[config.mk]
export PLATFORM = sky130hd
export DESIGN_NAME = mips_bus_ctrl
export DESIGN_NICKNAME = d
export VERILOG_FILES = /design/src/rtl/mips_bus_pkg.sv /design/src/rtl/mips_bus_decode.sv /design/src/rtl/mips_bus_ctrl.sv
export SDC_FILE = /design/constraint.sdc
export NUM_CORES = 1
export LEC_CHECK = 0
export BUFFER_PORTS_ARGS = -buffer_cell sky130_fd_sc_hd__buf_4
export CAP_MARGIN = 20
export CORE_AREA = 2 2 104 106
export CTS_CLUSTER_DIAMETER = 50
export CTS_CLUSTER_SIZE = 16
export DETAILED_ROUTE_END_ITERATION = 12
export DIE_AREA = 0 0 106 108
export PLACE_DENSITY = 0.81
export SETUP_SLACK_MARGIN = 0.2
export SYNTH_ARGS = -nofsm -noshare
export SYNTH_HDL_FRONTEND = slang
export SYNTH_SLANG_ARGS = --single-unit
[constraint.sdc]
create_clock -name clk -period 4.65 [get_ports clk]
set_input_delay 0.2325 -clock clk [delete_from_list [all_inputs] [get_ports clk]]
set_output_delay 0.2325 -clock clk [all_outputs]
set_load 0.01 [all_outputs]
[src/rtl/mips_bus_pkg.sv]
// mips_bus_pkg: shared FSM/region types and default address map for the MIPS bus controller.
package mips_bus_pkg;
  typedef enum logic [1:0] {IDLE, ISSUE, WAIT, DONE} state_t;
  typedef enum logic [1:0] {REG_NONE, REG_STACK, REG_PROG} region_t;
  localparam logic [31:0] DEF_STACK_BASE = 32'h0000_0000;
  localparam logic [31:0] DEF_PROG_BASE = 32'hBFC0_0000;
  localparam int DEF_REGION_WORDS = 4096;
endpackage

[src/rtl/mips_bus_decode.sv]
// mips_bus_decode: combinational byte-address to region/word-index decode.
module mips_bus_decode
  import mips_bus_pkg::*;
#(
  parameter logic [31:0] STACK_BASE = DEF_STACK_BASE,
  parameter logic [31:0] PROG_BASE = DEF_PROG_BASE,
  parameter int REGION_WORDS = DEF_REGION_WORDS
) (
  input  logic [31:0] i_addr,
  output region_t     o_region,
  output logic [11:0] o_idx
);
  localparam logic [31:0] SPAN = 32'(REGION_WORDS * 4);
  logic [32:0] w_soff, w_poff;
  logic w_hit_s, w_hit_p;
  // The 33rd bit is the borrow, i.e. addr < base, so no constant compare against a zero base.
  assign w_soff = {1'b0, i_addr} - {1'b0, STACK_BASE};
  assign w_poff = {1'b0, i_addr} - {1'b0, PROG_BASE};
  assign w_hit_s = !w_soff[32] && w_soff[31:0] < SPAN;
  assign w_hit_p = !w_poff[32] && w_poff[31:0] < SPAN;
  assign o_region = w_hit_s ? REG_STACK : w_hit_p ? REG_PROG : REG_NONE;
  assign o_idx = w_hit_s ? w_soff[13:2] : w_poff[13:2];
endmodule

[src/rtl/mips_bus_ctrl.sv]
// mips_bus_ctrl: decodes CPU bus transactions onto stack/program RAMs with configurable wait states.
// Define MIPS_BUS_JITTER_EN to add 0..3 LFSR-driven extra wait cycles per transaction.
module mips_bus_ctrl
  import mips_bus_pkg::*;
#(
  parameter int WAIT_STATES = 1,
  parameter logic [31:0] STACK_BASE = DEF_STACK_BASE,
  parameter logic [31:0] PROG_BASE = DEF_PROG_BASE,
  parameter int REGION_WORDS = DEF_REGION_WORDS
) (
  input  logic        clk,
  input  logic        reset,
  input  logic [31:0] cpu_address,
  input  logic        cpu_read,
  input  logic        cpu_write,
  input  logic [3:0]  cpu_byteenable,
  input  logic [31:0] cpu_writedata,
  output logic        cpu_waitrequest,
  output logic [31:0] cpu_readdata,
  output logic [11:0] stack_address,
  output logic        stack_read,
  output logic        stack_write,
  output logic [3:0]  stack_byteenable,
  output logic [31:0] stack_writedata,
  input  logic [31:0] stack_readdata,
  output logic [11:0] prog_address,
  output logic        prog_read,
  output logic        prog_write,
  output logic [3:0]  prog_byteenable,
  output logic [31:0] prog_writedata,
  input  logic [31:0] prog_readdata,
  output logic        bus_error
);
  state_t r_state, w_next;
  region_t r_region, w_region;
  logic [11:0] r_addr, w_idx;
  logic [3:0] r_be;
  logic [31:0] r_wdata, r_data;
  logic [4:0] r_cnt, w_load;
  logic r_write, r_first, r_err, w_req, w_bad, w_issue;

  mips_bus_decode #(
    .STACK_BASE(STACK_BASE), .PROG_BASE(PROG_BASE), .REGION_WORDS(REGION_WORDS)
  ) u_decode (
    .i_addr(cpu_address), .o_region(w_region), .o_idx(w_idx)
  );

`ifdef MIPS_BUS_JITTER_EN
  logic [15:0] r_lfsr;
  always_ff @(posedge clk or negedge reset)
    if (!reset) r_lfsr <= 16'hACE1;
    else r_lfsr <= {r_lfsr[14:0], r_lfsr[15] ^ r_lfsr[13] ^ r_lfsr[12] ^ r_lfsr[10]};
  assign w_load = 5'(WAIT_STATES) + {3'b0, r_lfsr[1:0]};
`else
  assign w_load = 5'(WAIT_STATES);
`endif

  assign w_req = cpu_read | cpu_write;
  assign w_bad = (w_region == REG_NONE) || (cpu_read && cpu_write);

  always_comb begin
    w_next = r_state;
    case (r_state)
      IDLE:    if (w_req) w_next = ISSUE;
      ISSUE:   w_next = WAIT;
      WAIT:    if (r_cnt <= 5'd1) w_next = DONE;
      default: w_next = IDLE;
    endcase
    w_issue = r_state == ISSUE;
  end

  always_ff @(posedge clk or negedge reset) begin
    if (!reset) begin
      r_state <= IDLE;
      r_region <= REG_NONE;
      r_write <= 1'b0;
      r_addr <= '0;
      r_be <= '0;
      r_wdata <= '0;
      r_data <= '0;
      r_cnt <= '0;
      r_first <= 1'b0;
      r_err <= 1'b0;
    end else begin
      r_state <= w_next;
      if (r_state == IDLE && w_req) begin
        r_region <= w_bad ? REG_NONE : w_region;
        r_write <= cpu_write;
        r_addr <= w_idx;
        r_be <= cpu_byteenable;
        r_wdata <= cpu_writedata;
        r_data <= '0;
        if (w_bad) r_err <= 1'b1;
      end
      if (w_issue) begin
        r_cnt <= w_load;
        r_first <= 1'b1;
      end
      if (r_state == WAIT) begin
        r_first <= 1'b0;
        r_cnt <= r_cnt - 5'(r_cnt != 5'd0);
        // RAM data is valid only in the cycle right after the strobe.
        if (r_first && !r_write)
          r_data <= r_region == REG_STACK ? stack_readdata : r_region == REG_PROG ? prog_readdata : '0;
      end
    end
  end

  assign cpu_waitrequest = reset && w_req && r_state != DONE;
  assign cpu_readdata = r_state == DONE ? r_data : '0;
  assign stack_read = w_issue && r_region == REG_STACK && !r_write;
  assign stack_write = w_issue && r_region == REG_STACK && r_write;
  assign prog_read = w_issue && r_region == REG_PROG && !r_write;
  assign prog_write = w_issue && r_region == REG_PROG && r_write;
  assign stack_address = r_addr;
  assign prog_address = r_addr;
  assign stack_byteenable = r_be;
  assign prog_byteenable = r_be;
  assign stack_writedata = r_wdata;
  assign prog_writedata = r_wdata;
  assign bus_error = r_err;
endmodule
==> results.md <==
- The run finished with clean final reports.
- The placement row count is 37.
- The number of global-route vias before repair is 3916.
- Cells with a size suffix above 1 make up 54.0% of the layout.
- The worst hold slack is 0.111 ns.
- Counting the buffers created by CTS gives 9.
- The final worst slack is 2.43 ns.
- Of all nets on the critical path, the largest fanout is 34.
- The worst slew margin relative to its limit is 34.7%.
- Setup repair after global routing left no endpoint under its margin.
- The data arrival time at the worst-slack endpoint is 1.98 ns.
- Measured along the y axis, the die boundary spans 108 µm.
- The synthesized design contains 92 register bits.
- Summing over every cut layer, the via total after detailed routing is 3858.
- The area inside the core boundary is 10200 µm².
- The root buffer selected by CTS is sky130_fd_sc_hd__clkbuf_8.
- The final worst-path cycle share is 47.7%.
- The number of warnings printed during yosys synthesis is 0.
- The final clock skew is 0.00701 ns.
- The clock-pin slew on the worst setup and hold paths is 0.09 ns.
- Routability-driven placement finished with a final weighted congestion of 0.733.
- During I/O placement, the number of pins put on the boundary was 270.
- Across the VDD grid, the largest voltage drop is 0.000350 V.
- Setup violations remaining at the end of the flow were counted as 0.
- The net count reported at finish is 777.
- Based on the critical path, the design can be clocked at up to 451 MHz.
- The power per cell area is 539 nW/µm².
- The type of the tightest min-delay check is in -> reg.
- Once placement finished, the instance area stood at 6340 µm².
- Global routing consumed, over all layers together, 21.2% of the routing resources.
- The maximum number of pins on one net before global-route repair is 55.
- In this run the mean area of a mapped cell was 10.8 µm².
- The later pin in the worst-skew pair is clocked with a latency of 0.35 ns.
- The starting utilization of the core area is 44.6%.
- The vias per cell is 4.98.
- Counting flops with an async set or reset pin after synthesis yields a share of 100%.
- The share of the synthesized area in the top cell type is 50.5%.
- The share of the Yosys chip area taken by registers is 50.5%.
- The layout overhead on the synthesized area is 43.5%.
- The top cell family by delay on the critical path is adder cells.
- The average wire per cell in the routed design is 16.0 µm.
- The first global-routing pass estimated 19100 µm of wire.
- The estimated wirelength of the detail-placed design is 9450 µm.
- The count of unique library cells instantiated by Yosys is 36.
- The time the worst path needs with I/O delays and setup is 2.22 ns.
- The number of nets handed over by synthesis was 565.
- For this block, the routed nets add up to 12400 µm of wire.
- The number of antenna violations at the first check in global routing is 0.
- The post-layout total power is 3.53 mW.
- The deepest level of the CTS H-tree is 3.
- Counting both buffers and inverters, the worst setup path holds a total of 1.
- STA classifies the critical path endpoint as an output pin.
- The count of buffers added on input and output ports is 267.
- Walking the worst path, the cells encountered are ha_1 -> and2_1 -> buf_4.
- The total count of max-transition violations in the final report is 0.
- The number of antenna cells inserted is 0.
- The number of iterations in the first detailed-routing pass is 4.
- The count of nets left with antenna violations once routing finished came out at 0.
- The slew at the pin with the worst max-slew slack is 0.980 ns.
- Ranked by total cell area, the synthesized netlist is headed by sky130_fd_sc_hd__dfrtp_1 50%, sky130_fd_sc_hd__mux2_2 12%, sky130_fd_sc_hd__buf_4 7.9%.
- For this run, the slowest stage of the critical path takes 0.83 ns.
- The type of the worst setup path is reg -> out.
- Prior to clock tree synthesis, the placed netlist has a worst setup slack of 2.61 ns.
- TritonCTS built the clock tree.
- The total overflow left after global routing is 0.
- CTS saw 92 sinks.
- The startpoint type of the worst setup path is a flop.
- The number of filler cells placed in the layout is 821.
- After synthesis the cells add up to 4560 µm².
- The count of endpoints failing hold in the final timing report is 0.
- After routing the design area is 6550 µm².
- The setup TNS is 0 ns.
- The floorplan die area is 11400 µm².
- The initial detailed-routing violation count is 162.
- From left edge to right edge, the die measures 106 µm.
- In this run the static leakage power is 3.19 nW.
- The clock tree buffer depth is 2.
- After technology mapping, the gate count stands at 423.
- The slowest stage of the critical path is the sky130_fd_sc_hd__ha_1 cell.
- The data required time of the worst path is 4.42 ns.
- The cell taking the most area after synthesis is sky130_fd_sc_hd__dfrtp_1.
- The number of enable-type register cells in the synthesized netlist is 0.
- The count of max-cap constraint violations is 0.
- The most used flip-flop cell after synthesis is sky130_fd_sc_hd__dfrtp_1.
- The remaining design rule violation count is 0.
cell type report:
cell class                 count  area (µm²)  area share, %
timing repair buffer         274        2080           31.8
sequential                    92        2300           35.2
clock inverter                 5        52.6          0.803
inverter                      10        37.5          0.574
multi-input combinational    248        1770           27.0
clock buffer                  10         138           2.10
tap                          136         170           2.60
flip-flops by register name (all words and copies together), names as in the netlist:
signal,cells
bus_error,1
r_data,32
r_cnt,5
r_write,1
r_region,2
prog_address,12
prog_writedata,32
r_first,1
r_state,2
prog_byteenable,4
worst reg2reg max path: cells and delay by family (launching register included):
family                     cells  cell delay (ns)
DFF                            1             0.41
and+or+nand+nor                3             0.86
muxes                          1             0.16
adders and majority gates      2             0.43
AOI/OAI and AO/OA              1             0.10
routing by layer:
layer / part of all wire (%) / vias to the layer above / wire [µm] / GRT usage [%]
met1: 38 / 1833 / 4710 / 24.4
met3: 7.7 / 16 / 954 / 4.88
met4: 1.4 / 0 / 175 / 7.05
li1: - / 1833 / - / -
met2: 53 / 176 / 6550 / 39.2
met5: 0 / - / 0 / 0
report_power, final:
part / internal, mW / total, mW / switching, mW
Combinational: 0.951 / 1.75 / 0.800
Clock: 0.258 / 0.525 / 0.267
Sequential: 1.05 / 1.25 / 0.207
Total: 2.26 / 3.53 / 1.27
cells in the mapped netlist, drive strengths merged (3+ instances only):
| cell type | number |
|---|---|
| buf | 60 |
| nand2 | 41 |
| dfrtp | 92 |
| nor4 | 3 |
| nand3 | 3 |
| a22oi | 32 |
| and3 | 3 |
| nand3b | 3 |
| clkbuf | 13 |
| and2 | 33 |
| o21ai | 38 |
| nor2b | 4 |
| inv | 10 |
| nor2 | 6 |
| nor3 | 3 |
| ha | 6 |
| mux2 | 50 |
final timing paths:
check                                            endpoint              startpoint  cells after the start  slack, ns
setup / recovery                         cpu_readdata[30]  r_state[0]$_DFFE_PN0P_                      3       2.43
hold / removal             prog_writedata[14]$_DFFE_PN0P_       cpu_writedata[14]                      2       0.11
max in group asynchronous   prog_writedata[9]$_DFFE_PN0P_                   reset                      3       3.18
hold reg to reg                      r_data[22]$_DFF_PN0_    r_data[22]$_DFF_PN0_                      2       0.48
min in group asynchronous             r_data[8]$_DFF_PN0_                   reset                      2       0.41
setup reg to reg                     r_cnt[4]$_DFFE_PN0P_    r_cnt[1]$_DFFE_PN0P_                      7       2.58
metrics by stage:
step,std cells,util [%]
2_1_floorplan,423,-
3_3_place_gp,758,61.7
3_5_place_dp,759,62.0
4_1_cts,775,64.0
5_1_grt,775,64.0
6_report,775,64.0
kinds of logic (layout without fill, tap and decap cells):
group | count (synthesis) | after routing | synth area share (%)
AND/OR/NAND/NOR | 109 | 109 | 12.6
flip-flops | 92 | 92 | 50.5
buffers and inverters | 83 | 299 | 11.1
AO/OA/AOI/OAI | 82 | 82 | 11.7
multiplexers | 51 | 51 | 12.6
adder cells (fa/ha/maj) | 6 | 6 | 1.65
placed cells by master, fill, tap and decap left out, drive strengths merged, types with 2 or more instances in the layout:
| cell type | instances |
|---|---|
| buf | 273 |
| dfrtp | 92 |
| mux2 | 50 |
| nand2 | 41 |
| o21ai | 38 |
| and2 | 33 |
| a22oi | 32 |
| inv | 10 |
| clkbuf | 10 |
| nor2 | 6 |
| ha | 6 |
| nor2b | 4 |
| nand3b | 3 |
| nor4 | 3 |
| and3 | 3 |
| nor3 | 3 |
| nand3 | 3 |
| clkinv | 3 |
| nor3b | 2 |
| and3b | 2 |
| a31oi | 2 |
| nand2b | 2 |
| nand4 | 2 |
| o22ai | 2 |
| a2111oi | 2 |
| a21oi | 2 |
what timing repair did:
| action | CTS | global route |
|---|---|---|
| hold buffers | 1 | 0 |
| gates resized for setup | 0 | 0 |
| buffers inserted | 0 | 0 |
| endpoints found under the hold margin | 38 | 0 |
No activity file was read; power rests on OpenSTA's default activity.
